[config.mk]
export PLATFORM = sky130hd
export DESIGN_NAME = ts_packet_scheduler
export DESIGN_NICKNAME = d
export VERILOG_FILES = /design/src/rtl/ts_packet_scheduler_pkg.sv /design/src/rtl/ts_packet_scheduler_rr_pick.sv /design/src/rtl/ts_packet_scheduler.sv
export SDC_FILE = /design/constraint.sdc
export NUM_CORES = 1
export LEC_CHECK = 0
export ABC_AREA = 1
export ABC_CLOCK_PERIOD_IN_PS = 10000
export BUFFER_PORTS_ARGS = -buffer_cell sky130_fd_sc_hd__buf_2
export CORE_ASPECT_RATIO = 1.25
export CORE_UTILIZATION = 59
export CTS_BUF_LIST = sky130_fd_sc_hd__clkbuf_2 sky130_fd_sc_hd__clkbuf_4 sky130_fd_sc_hd__clkbuf_8
export DETAILED_ROUTE_END_ITERATION = 10
export HOLD_SLACK_MARGIN = 0.15
export PLACE_DENSITY_LB_ADDON = 0.05
export RECOVER_POWER = 25
export SYNTH_ARGS = -nofsm -noshare
export SYNTH_HDL_FRONTEND = slang
export SYNTH_SLANG_ARGS = --single-unit
[constraint.sdc]
create_clock -name clk -period 10 [get_ports clk]
set_input_delay 1 -clock clk [delete_from_list [all_inputs] [get_ports clk]]
set_output_delay 1 -clock clk [all_outputs]
set_load 0.005 [all_outputs]
[src/rtl/ts_packet_scheduler_pkg.sv]
// ---------------------------------------------------------------------------
// ts_packet_scheduler_pkg
//   Shared definitions for the TS packet scheduler: transport-stream packet
//   constants, the scheduler state encoding and a small wrap-around helper
//   used by the round-robin logic.
// ---------------------------------------------------------------------------
package ts_packet_scheduler_pkg;

   localparam int         TS_PKT_LEN   = 188;
   localparam logic [7:0] TS_SYNC_BYTE = 8'h47;

   typedef enum logic [0:0] {
      S_IDLE = 1'b0,
      S_PASS = 1'b1
   } sched_state_t;

   // Next channel index after v, wrapping at n.
   function automatic int wrap_inc(input int v, input int n);
      return (v + 1 >= n) ? 0 : v + 1;
   endfunction

endpackage

[src/rtl/ts_packet_scheduler_rr_pick.sv]
// ---------------------------------------------------------------------------
// rr_pick
//   Combinational round-robin picker: returns the first asserted request at
//   or after ptr, scanning upward with wrap-around.
// Ports
//   req  in  NUM_CH  request vector
//   ptr  in  IDX_W   scan start index (highest priority this cycle)
//   gnt  out NUM_CH  one-hot grant, 0 when no request
//   idx  out IDX_W   index of the granted request (0 when none)
//   any  out 1       at least one request present
// ---------------------------------------------------------------------------
module rr_pick
   import ts_packet_scheduler_pkg::*;
#(
   parameter int NUM_CH = 4,
   parameter int IDX_W  = 2
) (
   input  logic [NUM_CH-1:0] req,
   input  logic [IDX_W-1:0]  ptr,
   output logic [NUM_CH-1:0] gnt,
   output logic [IDX_W-1:0]  idx,
   output logic              any
);

   always_comb begin
      int j;
      gnt = '0;
      idx = '0;
      any = 1'b0;
      j   = int'(ptr);
      for (int k = 0; k < NUM_CH; k++) begin
         if (!any && req[j]) begin
            any    = 1'b1;
            gnt[j] = 1'b1;
            idx    = IDX_W'(j);
         end
         j = wrap_inc(j, NUM_CH);
      end
   end

endmodule

[src/rtl/ts_packet_scheduler.sv]
// ---------------------------------------------------------------------------
// ts_packet_scheduler
//   Packet-granular round-robin scheduler sharing one TS output path among
//   NUM_CH sync-recovered streams. A channel is granted for a whole packet;
//   arbitration happens only at packet starts. Inputs cannot stall, so any
//   packet start that is not granted is dropped and counted per channel.
// Ports
//   clk        in   1             clock, all logic on posedge
//   rst        in   1             synchronous active-low reset
//   ch_byte    in   NUM_CH*8      per-channel byte, ch i at [8*i+7:8*i]
//   ch_sop     in   NUM_CH        per-channel start-of-packet pulse
//   ch_en      in   NUM_CH        channel enable mask (used at grant time)
//   clr_cnt    in   1             synchronous clear of all drop counters
//   out_byte   out  8             forwarded byte
//   out_valid  out  1             out_byte valid
//   out_sop    out  1             first byte of a forwarded packet
//   out_abort  out  1             pulse: current packet truncated
//   out_ch     out  clog2(NUM_CH) channel of the forwarded packet
//   grant      out  NUM_CH        one-hot granted channel, 0 when idle
//   drop_cnt   out  NUM_CH*CNT_W  saturating dropped-SOP count per channel
// ---------------------------------------------------------------------------
module ts_packet_scheduler
   import ts_packet_scheduler_pkg::*;
#(
   parameter int         NUM_CH    = 4,
   parameter int         PKT_LEN   = TS_PKT_LEN,
   parameter logic [7:0] SYNC_BYTE = TS_SYNC_BYTE,
   parameter int         CNT_W     = 16
) (
   input  logic                      clk,
   input  logic                      rst,
   input  logic [NUM_CH*8-1:0]       ch_byte,
   input  logic [NUM_CH-1:0]         ch_sop,
   input  logic [NUM_CH-1:0]         ch_en,
   input  logic                      clr_cnt,
   output logic [7:0]                out_byte,
   output logic                      out_valid,
   output logic                      out_sop,
   output logic                      out_abort,
   output logic [$clog2(NUM_CH)-1:0] out_ch,
   output logic [NUM_CH-1:0]         grant,
   output logic [NUM_CH*CNT_W-1:0]   drop_cnt
);

   localparam int         IDX_W    = $clog2(NUM_CH);
   localparam logic [7:0] LAST_IDX = 8'(PKT_LEN - 1);

   sched_state_t      state, state_nxt;
   logic [IDX_W-1:0]  sel, sel_nxt;
   logic [IDX_W-1:0]  rr_ptr, rr_ptr_nxt;
   logic [7:0]        byte_cnt, byte_cnt_nxt;

   logic [NUM_CH-1:0] cand;
   logic [NUM_CH-1:0] pick_gnt;
   logic [IDX_W-1:0]  pick_idx;
   logic              pick_any;
   logic [NUM_CH-1:0] sel_oh;
   logic [NUM_CH-1:0] drop_inc;

   logic [7:0]        byte_p0;
   logic              vld_p0;
   logic              sop_p0;
   logic              abort_p0;
   logic [IDX_W-1:0]  ch_p0;
   logic [NUM_CH-1:0] grant_p0;

   logic [CNT_W-1:0]  cnt_q [NUM_CH];

   function automatic logic [CNT_W-1:0] sat_inc(input logic [CNT_W-1:0] v);
      return (&v) ? v : v + CNT_W'(1);
   endfunction

   // A channel may start a packet only on a real sync byte while enabled.
   always_comb begin
      for (int i = 0; i < NUM_CH; i++) begin
         cand[i] = ch_sop[i] & ch_en[i] & (ch_byte[8*i +: 8] == SYNC_BYTE);
      end
   end

   assign sel_oh = NUM_CH'(1) << sel;

   rr_pick #(
      .NUM_CH (NUM_CH),
      .IDX_W  (IDX_W)
   ) u_rr_pick (
      .req (cand),
      .ptr (rr_ptr),
      .gnt (pick_gnt),
      .idx (pick_idx),
      .any (pick_any)
   );

   // ---- stage p0: arbitration / next-state and output selection ----
   always_comb begin
      state_nxt    = state;
      sel_nxt      = sel;
      rr_ptr_nxt   = rr_ptr;
      byte_cnt_nxt = byte_cnt;
      byte_p0      = out_byte;
      vld_p0       = 1'b0;
      sop_p0       = 1'b0;
      abort_p0     = 1'b0;
      ch_p0        = out_ch;
      grant_p0     = '0;
      drop_inc     = '0;
      unique case (state)
         S_IDLE: begin
            drop_inc = cand & ~pick_gnt;
            if (pick_any) begin
               state_nxt    = S_PASS;
               sel_nxt      = pick_idx;
               byte_cnt_nxt = 8'd1;
               byte_p0      = ch_byte[8*int'(pick_idx) +: 8];
               vld_p0       = 1'b1;
               sop_p0       = 1'b1;
               ch_p0        = pick_idx;
               grant_p0     = pick_gnt;
            end
         end
         S_PASS: begin
            // Other channels cannot be serviced mid-packet: their SOPs are lost.
            drop_inc = cand & ~sel_oh;
            if (ch_sop[sel]) begin
               // The granted stream restarted early: truncate and re-arbitrate.
               drop_inc[sel] = 1'b1;
               abort_p0      = 1'b1;
               state_nxt     = S_IDLE;
               rr_ptr_nxt    = IDX_W'(wrap_inc(int'(sel), NUM_CH));
               byte_cnt_nxt  = '0;
            end else begin
               byte_p0      = ch_byte[8*int'(sel) +: 8];
               vld_p0       = 1'b1;
               grant_p0     = sel_oh;
               byte_cnt_nxt = byte_cnt + 8'd1;
               if (byte_cnt == LAST_IDX) begin
                  state_nxt    = S_IDLE;
                  rr_ptr_nxt   = IDX_W'(wrap_inc(int'(sel), NUM_CH));
                  byte_cnt_nxt = '0;
               end
            end
         end
         default: state_nxt = S_IDLE;
      endcase
   end

   // ---- stage p1: state and output registers ----
   always_ff @(posedge clk) begin
      if (!rst) begin
         state     <= S_IDLE;
         sel       <= '0;
         rr_ptr    <= '0;
         byte_cnt  <= '0;
         out_byte  <= '0;
         out_valid <= 1'b0;
         out_sop   <= 1'b0;
         out_abort <= 1'b0;
         out_ch    <= '0;
         grant     <= '0;
      end else begin
         state     <= state_nxt;
         sel       <= sel_nxt;
         rr_ptr    <= rr_ptr_nxt;
         byte_cnt  <= byte_cnt_nxt;
         out_byte  <= byte_p0;
         out_valid <= vld_p0;
         out_sop   <= sop_p0;
         out_abort <= abort_p0;
         out_ch    <= ch_p0;
         grant     <= grant_p0;
      end
   end

   // Clear wins over a same-cycle increment.
   always_ff @(posedge clk) begin
      for (int i = 0; i < NUM_CH; i++) begin
         if (!rst || clr_cnt) begin
            cnt_q[i] <= '0;
         end else if (drop_inc[i]) begin
            cnt_q[i] <= sat_inc(cnt_q[i]);
         end
      end
   end

   for (genvar g = 0; g < NUM_CH; g++) begin : g_cnt
      assign drop_cnt[CNT_W*g +: CNT_W] = cnt_q[g];
   end

endmodule

==> results of run 1 <==
## state kept, by name, summed over array words and instances (netlist names)
name / count
cnt_q: 64
out_byte: 8
out_sop: 1
rr_ptr: 2
out_valid: 1
out_abort: 1
sel: 2
grant: 4
byte_cnt: 8
state: 1
## report_power, final
| group | switching [µW] | internal, µW |
|---|---|---|
| sequential | 53.7 | 470 |
| combinational | 483 | 223 |
| clock | 135 | 99.1 |
| total | 671 | 792 |
## kinds of logic after synthesis
| group | Yosys count |
|---|---|
| adder cells (fa/ha/maj) | 17 |
| XOR/XNOR | 24 |
| buffers and inverters | 150 |
| flip-flops | 92 |
| AO/OA/AOI/OAI | 71 |
| AND/OR/NAND/NOR | 434 |
## cells in the mapped netlist (all sizes together) (2+ instances only)
library cell and instances:
nand2 164, inv 136, nor2 112, nand3 100, edfxtp 64, a21oi 32, nor3 30, o21ai 30
dfxtp 28, xor2 20, ha 17, nand4 9, buf 7, clkbuf 7, nor4 7, nand3b 4
xnor2 4, and3 3, or2 3, a211oi 2, a31oi 2, nor3b 2
## worst paths after layout
path	end	slack (ns)	depth (start not counted)
worst min register to register	byte_cnt[1]	0.50	2
worst min-delay path	byte_cnt[1]	0.50	2
worst max register to register	cnt_q[2][3]	6.70	15
worst max-delay path	cnt_q[2][3]	6.25	8
## layer usage
metal	track usage [%]	part of all wire, %	vias up
li1	-	-	2807
met1	33.8	41	2523
met2	51.2	50	225
met3	5.07	6.3	39
met4	11.0	2.2	0
met5	0	0	-
## worst min-delay path: stages, from the launching register on
cell     delay (ns)
dfxtp_1        0.34
nand2_1        0.07
a21oi_1        0.05
## layout by cell type, fill, tap and decap left out, drive strengths merged, types with 2 or more instances in the layout
master and n:
a211oi 2, a21oi 32, a31oi 2, and3 3, buf 108, clkbuf 31
clkinv 2, dfxtp 28, edfxtp 64, ha 17, inv 137, nand2 164
nand3 100, nand3b 4, nand4 9, nor2 112, nor3 30, nor3b 2
nor4 7, o21ai 30, or2 3, xnor2 4, xor2 20
## cell type report
cell class / instances / share of cell area (%)
flip-flops and latches: 92 / 36.9
inverters: 136 / 7.58
multi-input cells: 546 / 41.4
well taps: 126 / 2.34
clock inverters: 4 / 0.390
repair buffers: 127 / 9.23
clock buffers: 12 / 2.17
## stage by stage
step	std cells	setup WS, ns
final	1043	6.25
after floorplan	788	6.17
after global placement	1027	6.35
after detailed placement	1027	6.30
after global routing	1043	6.12
after CTS	1043	6.68
==> run summary, run 1 <==
Clk buf depth - 2
Die ar. - 10400 µm²
Syn_nets - 848
Die height - 114 µm
CTS buffer count - 9
Fill cells - 828
DP Wirelength - 10900 µm
Fin util - 69.7%
Post-DP Area - 6590 µm²
Initial core utilization - 60.8%
Post-route cell area - 6730 µm²
CP most frequent cell - nor2_1
Static Leakage - 0.00317 µW
Crit path largest cell delay - 0.70 ns
CP arrival - 3.81 ns
Worst Tran Pin Value - 0.747 ns
Count of different cell masters after synthesis - 37
Final hold viol count - 0
Overall routed net length - 14300 µm
EDFF count, synth - 64
Antenna Cells - 0
Core Footprint - 9660 µm²
Final hold slack - 0.497 ns
DR vias/cell - 5.36
Synth Area in XOR/XNOR - 3.58%
Setup CP Type - in -> reg
Achievable Freq - 267 MHz
Postcts setup bufs - 0
Async S/R FF share, synth - 0%
Tmin final - 3.75 ns
Post-synth top flop - edfxtp_1
Register Area - 2480 µm²
Final Max Tran Viols - 0
Post-synthesis mux area share - 0%
Reg-to-Reg Start - rr_ptr[0]
Hold Path Class - reg -> reg
Tot GR Track Use - 28.5%
Post-Synthesis Cell Area - 5870 µm²
Req. time, crit path - 10.06 ns
Area of the multi-input gates - 2790 µm²
Final setup violating endpoints - 0
Mean Syn Cell Area - 7.45 µm²
Largest area contributor in the netlist - edfxtp_1
Slew margin rel. - 50.0%
Largest cells by area after synthesis - edfxtp_1 (33%), nand2_1 (10%), dfxtp_1 (9.6%)
Ys Warns - 0
CTS H-tree depth - 3
Critical path startpoint - rst
Main combinational cell family by area after synthesis - simple AND/OR/NAND/NOR gates
Clock Skew - 0.0156 ns
Max FO, Critical Path - 20
First-pass GRT wire length - 23900 µm
CP Capture Type - flip-flop
Vias in the first global route - 5359
Tcrit/Tclk final - 37.5%
Largest net degree at the start of global routing - 21
#FFs+latches synth - 92
Final TNS setup - 0 ns
WP buf/inv - 3
Antenna violations before repair - 0
CP cell instances - clkbuf_1, inv_1, nor2_1, nand2_1, nor2_1, nand2_2, o21ai_1, buf_4
RSZ-0062 raised after global routing - no
TritonCTS clock tree - built
Startpoint of the worst hold path - byte_cnt[1]
I/O pin cnt - 124
Sink Count - 92
Adder-cell share of the synthesized area - 3.62%
Pre-antenna DRT Iters - 6
Overall Power - 1460 µW
Die W - 91.2 µm
Post-synth top area share - 32.8%
Worst vdd ir - 0.142 mV
Cell count after synthesis - 788
Post-Synth Simple-Gate Area - 33.2%
DRC - 0
Worst-Skew Late Latency - 0.37 ns
Cts hold-fix bufs - 0
Max-capacitance violation count - 0
I/O Buffers - 123
Area Overhead vs Synth - 14.8%
RD Place Congestion - 0.929
CTS clk-pin slew, worst paths - 0.09 ns
GRT overflow - 0
PwrDens - 217 nW/µm²
Layout Nets - 972
Cell row count - 40
Post_cts resized - 0
Share of cells above drive strength 1 - 18.3%
Status - finished clean
Remaining antenna violation count - 0
Seq/Total Area, Yosys - 42.3%
Per-cell routed wire length - 13.7 µm
Initial DRC count - 345
Max stage delay cell, worst path - nor2_1
Cell family with most CP delay - simple AND/OR/NAND/NOR gates
CP Launch Type - primary input
Compound-gate portion of the synthesized area - 7.08%
Root Buffer - clkbuf_8
Vias - 5594
Note: power is estimated with default switching activity, not from simulation.
==> run 2, diff against run 1 <==
- ABC_AREA: 1 -> 0
- ABC_CLOCK_PERIOD_IN_PS: 10000 -> 3300
- CORE_UTILIZATION: 59 -> 51
- clock period: 10 -> 3.3 ns (I/O delays scaled with it)
==> run summary, run 2 <==
Status - finished clean
Startpoint of the worst hold path - ch_byte[25]
Post-Synthesis Cell Area - 5680 µm² (-3.3%)
Share of cells above drive strength 1 - 24.0% (+5.7 points)
Post-synth top area share - 33.9% (+1.1 points)
Final TNS setup - 0 ns (unchanged)
Max-capacitance violation count - 0 (unchanged)
Mean Syn Cell Area - 9.79 µm² (+31%)
Reg-to-Reg Start - rr_ptr[0]
Antenna violations before repair - 0 (unchanged)
Layout Cells excl Fill - 852 (-18%)
Post_cts resized - 0 (unchanged)
Largest registers - cnt_q x64, byte_cnt x8, out_byte x8
Hold endpoint - out_byte[1]
I/O pin cnt - 124 (unchanged)
PwrDens - 494 nW/µm² (+130%)
CTS buffer count - 9 (unchanged)
Post-route cell area - 6730 µm² (-0.13%)
Req. time, crit path - 3.39 ns (-6.67 ns)
Seq/Total Area, Yosys - 43.7% (+1.4 points)
CTS clk-pin slew, worst paths - 0.09 ns (about the same)
Seq pwr share - 45.4% (+9.6 points)
First-pass GRT wire length - 22100 µm (-7.5%)
Max FO, Critical Path - 16 (-20%)
DP Wirelength - 9920 µm (-8.6%)
Achievable Freq - 328 MHz
Cell family with most CP delay - compound AO/OA/AOI/OAI gates
Worst Hold Path Cells - 3 (+1)
Initial core utilization - 52.9% (-7.8 points)
Worst-Skew Late Latency - 0.37 ns (about the same)
Post-synth top cells - nor2_1 (82), edfxtp_1 (64), nand3_1 (55)
Initial DRC count - 285 (-17%)
Slew margin rel. - 41.9% (-8.1 points)
Max FFs per register - 64 (unchanged)
Remaining antenna violation count - 0 (unchanged)
Largest cells by area after synthesis - edfxtp_1 (34%), dfxtp_1 (9.9%), nor2_1 (5.4%)
Worst Tran Pin Value - 0.870 ns (+0.124 ns)
DRC - 0 (unchanged)
Commonest non-fill, non-tap cell in the layout - buf_2
Biggest register - cnt_q
Antenna Cells - 0 (unchanged)
Cell count after synthesis - 580 (-26%)
CP Capture Type - flip-flop
Static Leakage - 0.00272 µW (-14%)
Overall routed net length - 13300 µm (-7.2%)
Max stage delay cell, worst path - ha_1
Hold Path Class - in -> reg
Async S/R FF share, synth - 0% (unchanged)
CP Launch Type - flip-flop
Final setup violating endpoints - 0 (unchanged)
Sink Count - 92 (unchanged)
Comb pwr share - 31.2% (-17 points)
Switching Fraction - 33.6% (-12 points)
Overall Power - 3320 µW (+130%)
RD Place Congestion - 0.878 (-5.5%)
CTS H-tree depth - 3 (unchanged)
Post-DP Area - 6560 µm² (-0.32%)
DR vias/cell - 5.79 (+7.9%)
Largest area contributor in the netlist - edfxtp_1
EDFF count, synth - 64 (unchanged)
Per-cell routed wire length - 15.6 µm (+14%)
Vias in the first global route - 4660 (-13%)
GRT overflow - 0 (unchanged)
Vias - 4930 (-12%)
Tot GR Track Use - 24.3% (-4.2 points)
RSZ-0062 raised after global routing - no
TritonCTS clock tree - built
R2r endpoint - cnt_q[1][11]
Setup CP Type - reg -> reg
Layout Nets - 775 (-20%)
Postcts setup bufs - 0 (unchanged)
Area Overhead vs Synth - 18.5%
Die W - 96.4 µm (+5.7%)
Clock Skew - 0.0117 ns (-0.00385 ns)
Clk buf depth - 2 (unchanged)
Final hold viol count - 0 (unchanged)
R2R cell count - 10 (-5)
Ys Warns - 0 (unchanged)
Internal Power - 2200 µW (+180%)
Tcrit/Tclk final - 92.3%
CP cell instances - inv_1, ha_1, inv_1, nand3_1, o22ai_2, a211oi_2, and4_1, o41a_1, o21ai_2, buf_12
Root Buffer - clkbuf_8
Core Footprint - 10700 µm² (+11%)
Final Max Tran Viols - 0 (unchanged)
Cts hold-fix bufs - 0 (unchanged)
WP buf/inv - 3 (unchanged)
Syn_nets - 640 (-25%)
Most frequent cells in the layout - buf_2 (95), nor2_1 (82), edfxtp_1 (64), nand3_1 (55), nand2_1 (42)
Clock network power share - 23.5% (+7.5 points)
CP most frequent cell - inv_1
Post-synth top flop - edfxtp_1
Crit path largest cell delay - 0.47 ns (-0.23 ns)
Largest net degree at the start of global routing - 26 (+24%)
CP arrival - 3.13 ns (-0.68 ns)
#FFs+latches synth - 92 (unchanged)
Flop-to-flop setup slack - 0.25 ns (-6.45 ns)
I/O Buffers - 123 (unchanged)
Count of different cell masters after synthesis - 63 (+70%)
Die height - 120 µm (+5.7%)
Pre-antenna DRT Iters - 5 (-1)
Switching pwr - 1120 µW (+67%)
Die ar. - 11600 µm² (+12%)
Count leader, synth - nor2_1
Worst vdd ir - 0.322 mV (+130%)
Cell row count - 42 (+5.0%)
Tmin final - 3.05 ns
Cell Count Post-Placement - 836 (-19%)
==> run 2: cell types whose count changed after synthesis, moves of 18 or more <==
cell / previous run / this run
nand3_1: 96 / 55
nand2_1: 156 / 42
inv_1: 128 / 12
and3_1: 3 / 29
xnor2_1: 4 / 22
nor2_1: 106 / 82
nor3_1: 26 / 6
mux2i_1: 0 / 18
==> run 2: final cells by class <==
type	count	area, µm²
Clock buffer	12	146
Clock inverter	4	50.0
Fill cell	923	4000
Inverter	12	45.0
Multi-Input combinational cell	460	3070
Sequential cell	92	2480
Tap cell	132	165
Timing Repair Buffer	140	771
==> run 2: how the worst max path moves through the flow <==
stage	start	end	slack, ns	cells past startpoint
CTS	rr_ptr[0]	cnt_q[1][10]	0.28	10
floorplan	rr_ptr[1]	cnt_q[1][0]	0.05	10
global route	rr_ptr[0]	cnt_q[0][5]	0.05	10
finish	rr_ptr[0]	cnt_q[1][11]	0.25	10
global placement	rr_ptr[0]	cnt_q[1][7]	0.39	10
detailed placement	rr_ptr[0]	cnt_q[1][10]	0.30	10
==> run 2: power by group through the flow <==
stage / logic, µW / clock network [µW] / registers (µW)
2_1_floorplan: 661 / 0 / 1510
5_1_grt: 1140 / 850 / 1530
6_report: 1040 / 779 / 1510
3_5_place_dp: 1040 / 0 / 1530
3_3_place_gp: 1020 / 0 / 1530
4_1_cts: 1040 / 796 / 1510
==> run 2: stage by stage <==
step                      utilization, %  hold WS, ns  worst slack, ns
after global routing                62.7        0.276           0.0547
after detailed placement            61.2        0.475            0.302
after CTS                           63.1        0.273            0.284
after global placement              61.2        0.467            0.389
after floorplan                        -        0.458           0.0481
final                               62.7        0.282            0.253
==> run 2: layer usage <==
| layer | vias up | GRT usage [%] | share of wire (%) |
|---|---|---|---|
| li1 | 2406 | - | - |
| met1 | 2349 | 31.6 | 44 |
| met2 | 158 | 39.8 | 50 |
| met3 | 17 | 5.51 | 5.0 |
| met4 | 0 | 7.17 | 1.5 |
| met5 | - | 0 | 0 |
==> run 2: cell families (layout without fill, tap and decap cells) <==
family,after synthesis,count (layout),share of synthesized area [%]
simple gates,289,289,27.2
flops,92,92,43.7
compound gates,79,79,10.6
xor+xnor,56,56,8.64
buf+inv,28,168,2.51
mux,19,19,3.57
fa+ha+maj,17,17,3.75
==> run 2: worst register-to-register path, stage by stage, from the launching register on <==
cell and delay (ns):
dfxtp_1 0.37, inv_1 0.11, ha_1 0.47, inv_1 0.22, nand3_1 0.14, o22ai_2 0.30, a211oi_2 0.14, and4_1 0.24
o41a_1 0.41, o21ai_2 0.20, buf_12 0.17
==> run 3, diff against run 2 <==
- RECOVER_POWER: 25 -> default
==> run summary, run 3 (synthesis results as in run 2) <==
Clk buf depth - 2 (unchanged)
Commonest non-fill, non-tap cell in the layout - buf_2
TritonCTS clock tree - built
Final setup violating endpoints - 0 (unchanged)
Final Max Tran Viols - 0 (unchanged)
First-pass GRT wire length - 22100 µm (unchanged)
Comb pwr share - 31.4% (+0.2 points)
Tmin final - 3.06 ns (+0.0133 ns)
Die ar. - 11600 µm² (unchanged)
Pre-antenna DRT Iters - 5 (unchanged)
Biggest register - cnt_q
RSZ-0062 raised after global routing - no
Initial DRC count - 303 (+6.3%)
CTS buffer count - 9 (unchanged)
Cts hold-fix bufs - 0 (unchanged)
Status - finished clean
Remaining antenna violation count - 0 (unchanged)
DP Wirelength - 9920 µm (unchanged)
CTS H-tree depth - 3 (unchanged)
Setup CP Type - reg -> reg
CP Capture Type - flip-flop
I/O Buffers - 123 (unchanged)
Hold Path Class - in -> reg
Fill cells - 904 (-2.1%)
Worst Tran Pin Value - 0.876 ns (+0.00636 ns)
GRT overflow - 0 (unchanged)
Flop-to-flop setup slack - 0.24 ns (about the same)
Die height - 120 µm (unchanged)
Root Buffer - clkbuf_8
Largest net degree at the start of global routing - 26 (unchanged)
Achievable Freq - 327 MHz (-0.43%)
Antenna Cells - 0 (unchanged)
Most frequent cells in the layout - buf_2 (123), nor2_1 (82), edfxtp_1 (64), nand3_1 (55), nand2_1 (42)
Register Area - 2480 µm² (unchanged)
Static Leakage - 0.00283 µW (+4.0%)
Layout Nets - 775 (unchanged)
Seq pwr share - 45.3% (about the same)
Slew margin rel. - 41.5% (-0.42 points)
Tot GR Track Use - 24.3% (unchanged)
Final TNS setup - 0 ns (unchanged)
Req. time, crit path - 3.39 ns (about the same)
Switching pwr - 1110 µW (-0.29%)
DR vias/cell - 5.78 (-0.12%)
Sink Count - 92 (unchanged)
Cell row count - 42 (unchanged)
Clock network power share - 23.4% (about the same)
Vias - 4924 (-0.12%)
Switching Fraction - 33.5% (-0.17 points)
Per-cell routed wire length - 15.6 µm (+0.20%)
CTS clk-pin slew, worst paths - 0.09 ns (about the same)
Core Footprint - 10700 µm² (unchanged)
Postcts setup bufs - 0 (unchanged)
Clock Skew - 0.0113 ns (-0.000391 ns)
Post_cts resized - 0 (unchanged)
CP Launch Type - flip-flop
Max FFs per register - 64 (unchanged)
RD Place Congestion - 0.878 (unchanged)
Tcrit/Tclk final - 92.7% (+0.40 points)
Antenna violations before repair - 0 (unchanged)
Worst vdd ir - 0.323 mV (+0.17%)
Area of the multi-input gates - 3070 µm² (unchanged)
Overall routed net length - 13300 µm (+0.20%)
Vias in the first global route - 4660 (unchanged)
Area Overhead vs Synth - 19.1%
Final hold viol count - 0 (unchanged)
Die W - 96.4 µm (unchanged)
Post-DP Area - 6560 µm² (unchanged)
DRC - 0 (unchanged)
Max FO, Critical Path - 16 (unchanged)
PwrDens - 492 nW/µm² (-0.31%)
Post-route cell area - 6760 µm² (+0.52%)
Share of cells above drive strength 1 - 27.9% (+3.9 points)
Largest registers - cnt_q x64, byte_cnt x8, out_byte x8
Final hold slack - 0.283 ns (+0.000768 ns)
I/O pin cnt - 124 (unchanged)
Worst-Skew Late Latency - 0.37 ns (about the same)
Max-capacitance violation count - 0 (unchanged)
Initial core utilization - 52.9% (unchanged)
Internal Power - 2210 µW (+0.47%)
CP arrival - 3.15 ns (+0.02 ns)
-- run 3: stage by stage --
step | cells | power, µW | setup slack, ns | utilization (%)
after floorplan | 580 | 2170 | 0.0481 | -
after global placement | 836 | 2550 | 0.389 | 61.2
after detailed placement | 836 | 2570 | 0.302 | 61.2
after CTS | 852 | 3340 | 0.284 | 63.1
after global routing | 852 | 3530 | 0.0547 | 63.1
final | 852 | 3330 | 0.240 | 63.1
-- run 3: worst max-delay path, stage by stage, from the launching register on --
cell and delay [ns]:
dfxtp_1 0.37, inv_1 0.11, ha_1 0.47, inv_1 0.21, nand3_1 0.14, o22ai_2 0.31
a211oi_2 0.14, and4_1 0.24, o41a_1 0.41, o21ai_2 0.20, buf_12 0.17
-- run 3: area by class of cell --
type	instances	share of cell area, %
multi-input cells	460	45.3
well taps	132	2.44
inverters	12	0.666
flip-flops and latches	92	36.7
repair buffers	140	11.9
clock inverters	4	0.740
clock buffers	12	2.17
-- run 3: worst paths after layout --
path / startpoint / endpoint / depth (start not counted)
max: rr_ptr[0] / cnt_q[1][11] / 10
max reg2reg: rr_ptr[0] / cnt_q[1][11] / 10
min: ch_byte[25] / out_byte[1] / 3
min reg2reg: out_byte[1] / out_byte[1] / 2
-- run 3: metal layers --
| metal | track usage (%) | vias to the layer above | wire length [µm] |
|---|---|---|---|
| li1 | - | 2405 | - |
| met1 | 31.6 | 2353 | 5940 |
| met2 | 39.8 | 139 | 6550 |
| met3 | 5.51 | 27 | 573 |
| met4 | 7.17 | 0 | 238 |
| met5 | 0 | - | 0 |
-- run 3: power groups by stage --
stage / Sequential (µW) / Clock (µW) / Combinational (µW)
floorplan: 1510 / 0 / 661
global placement: 1530 / 0 / 1020
detailed placement: 1530 / 0 / 1040
CTS: 1510 / 796 / 1040
global route: 1530 / 850 / 1150
finish: 1510 / 777 / 1050
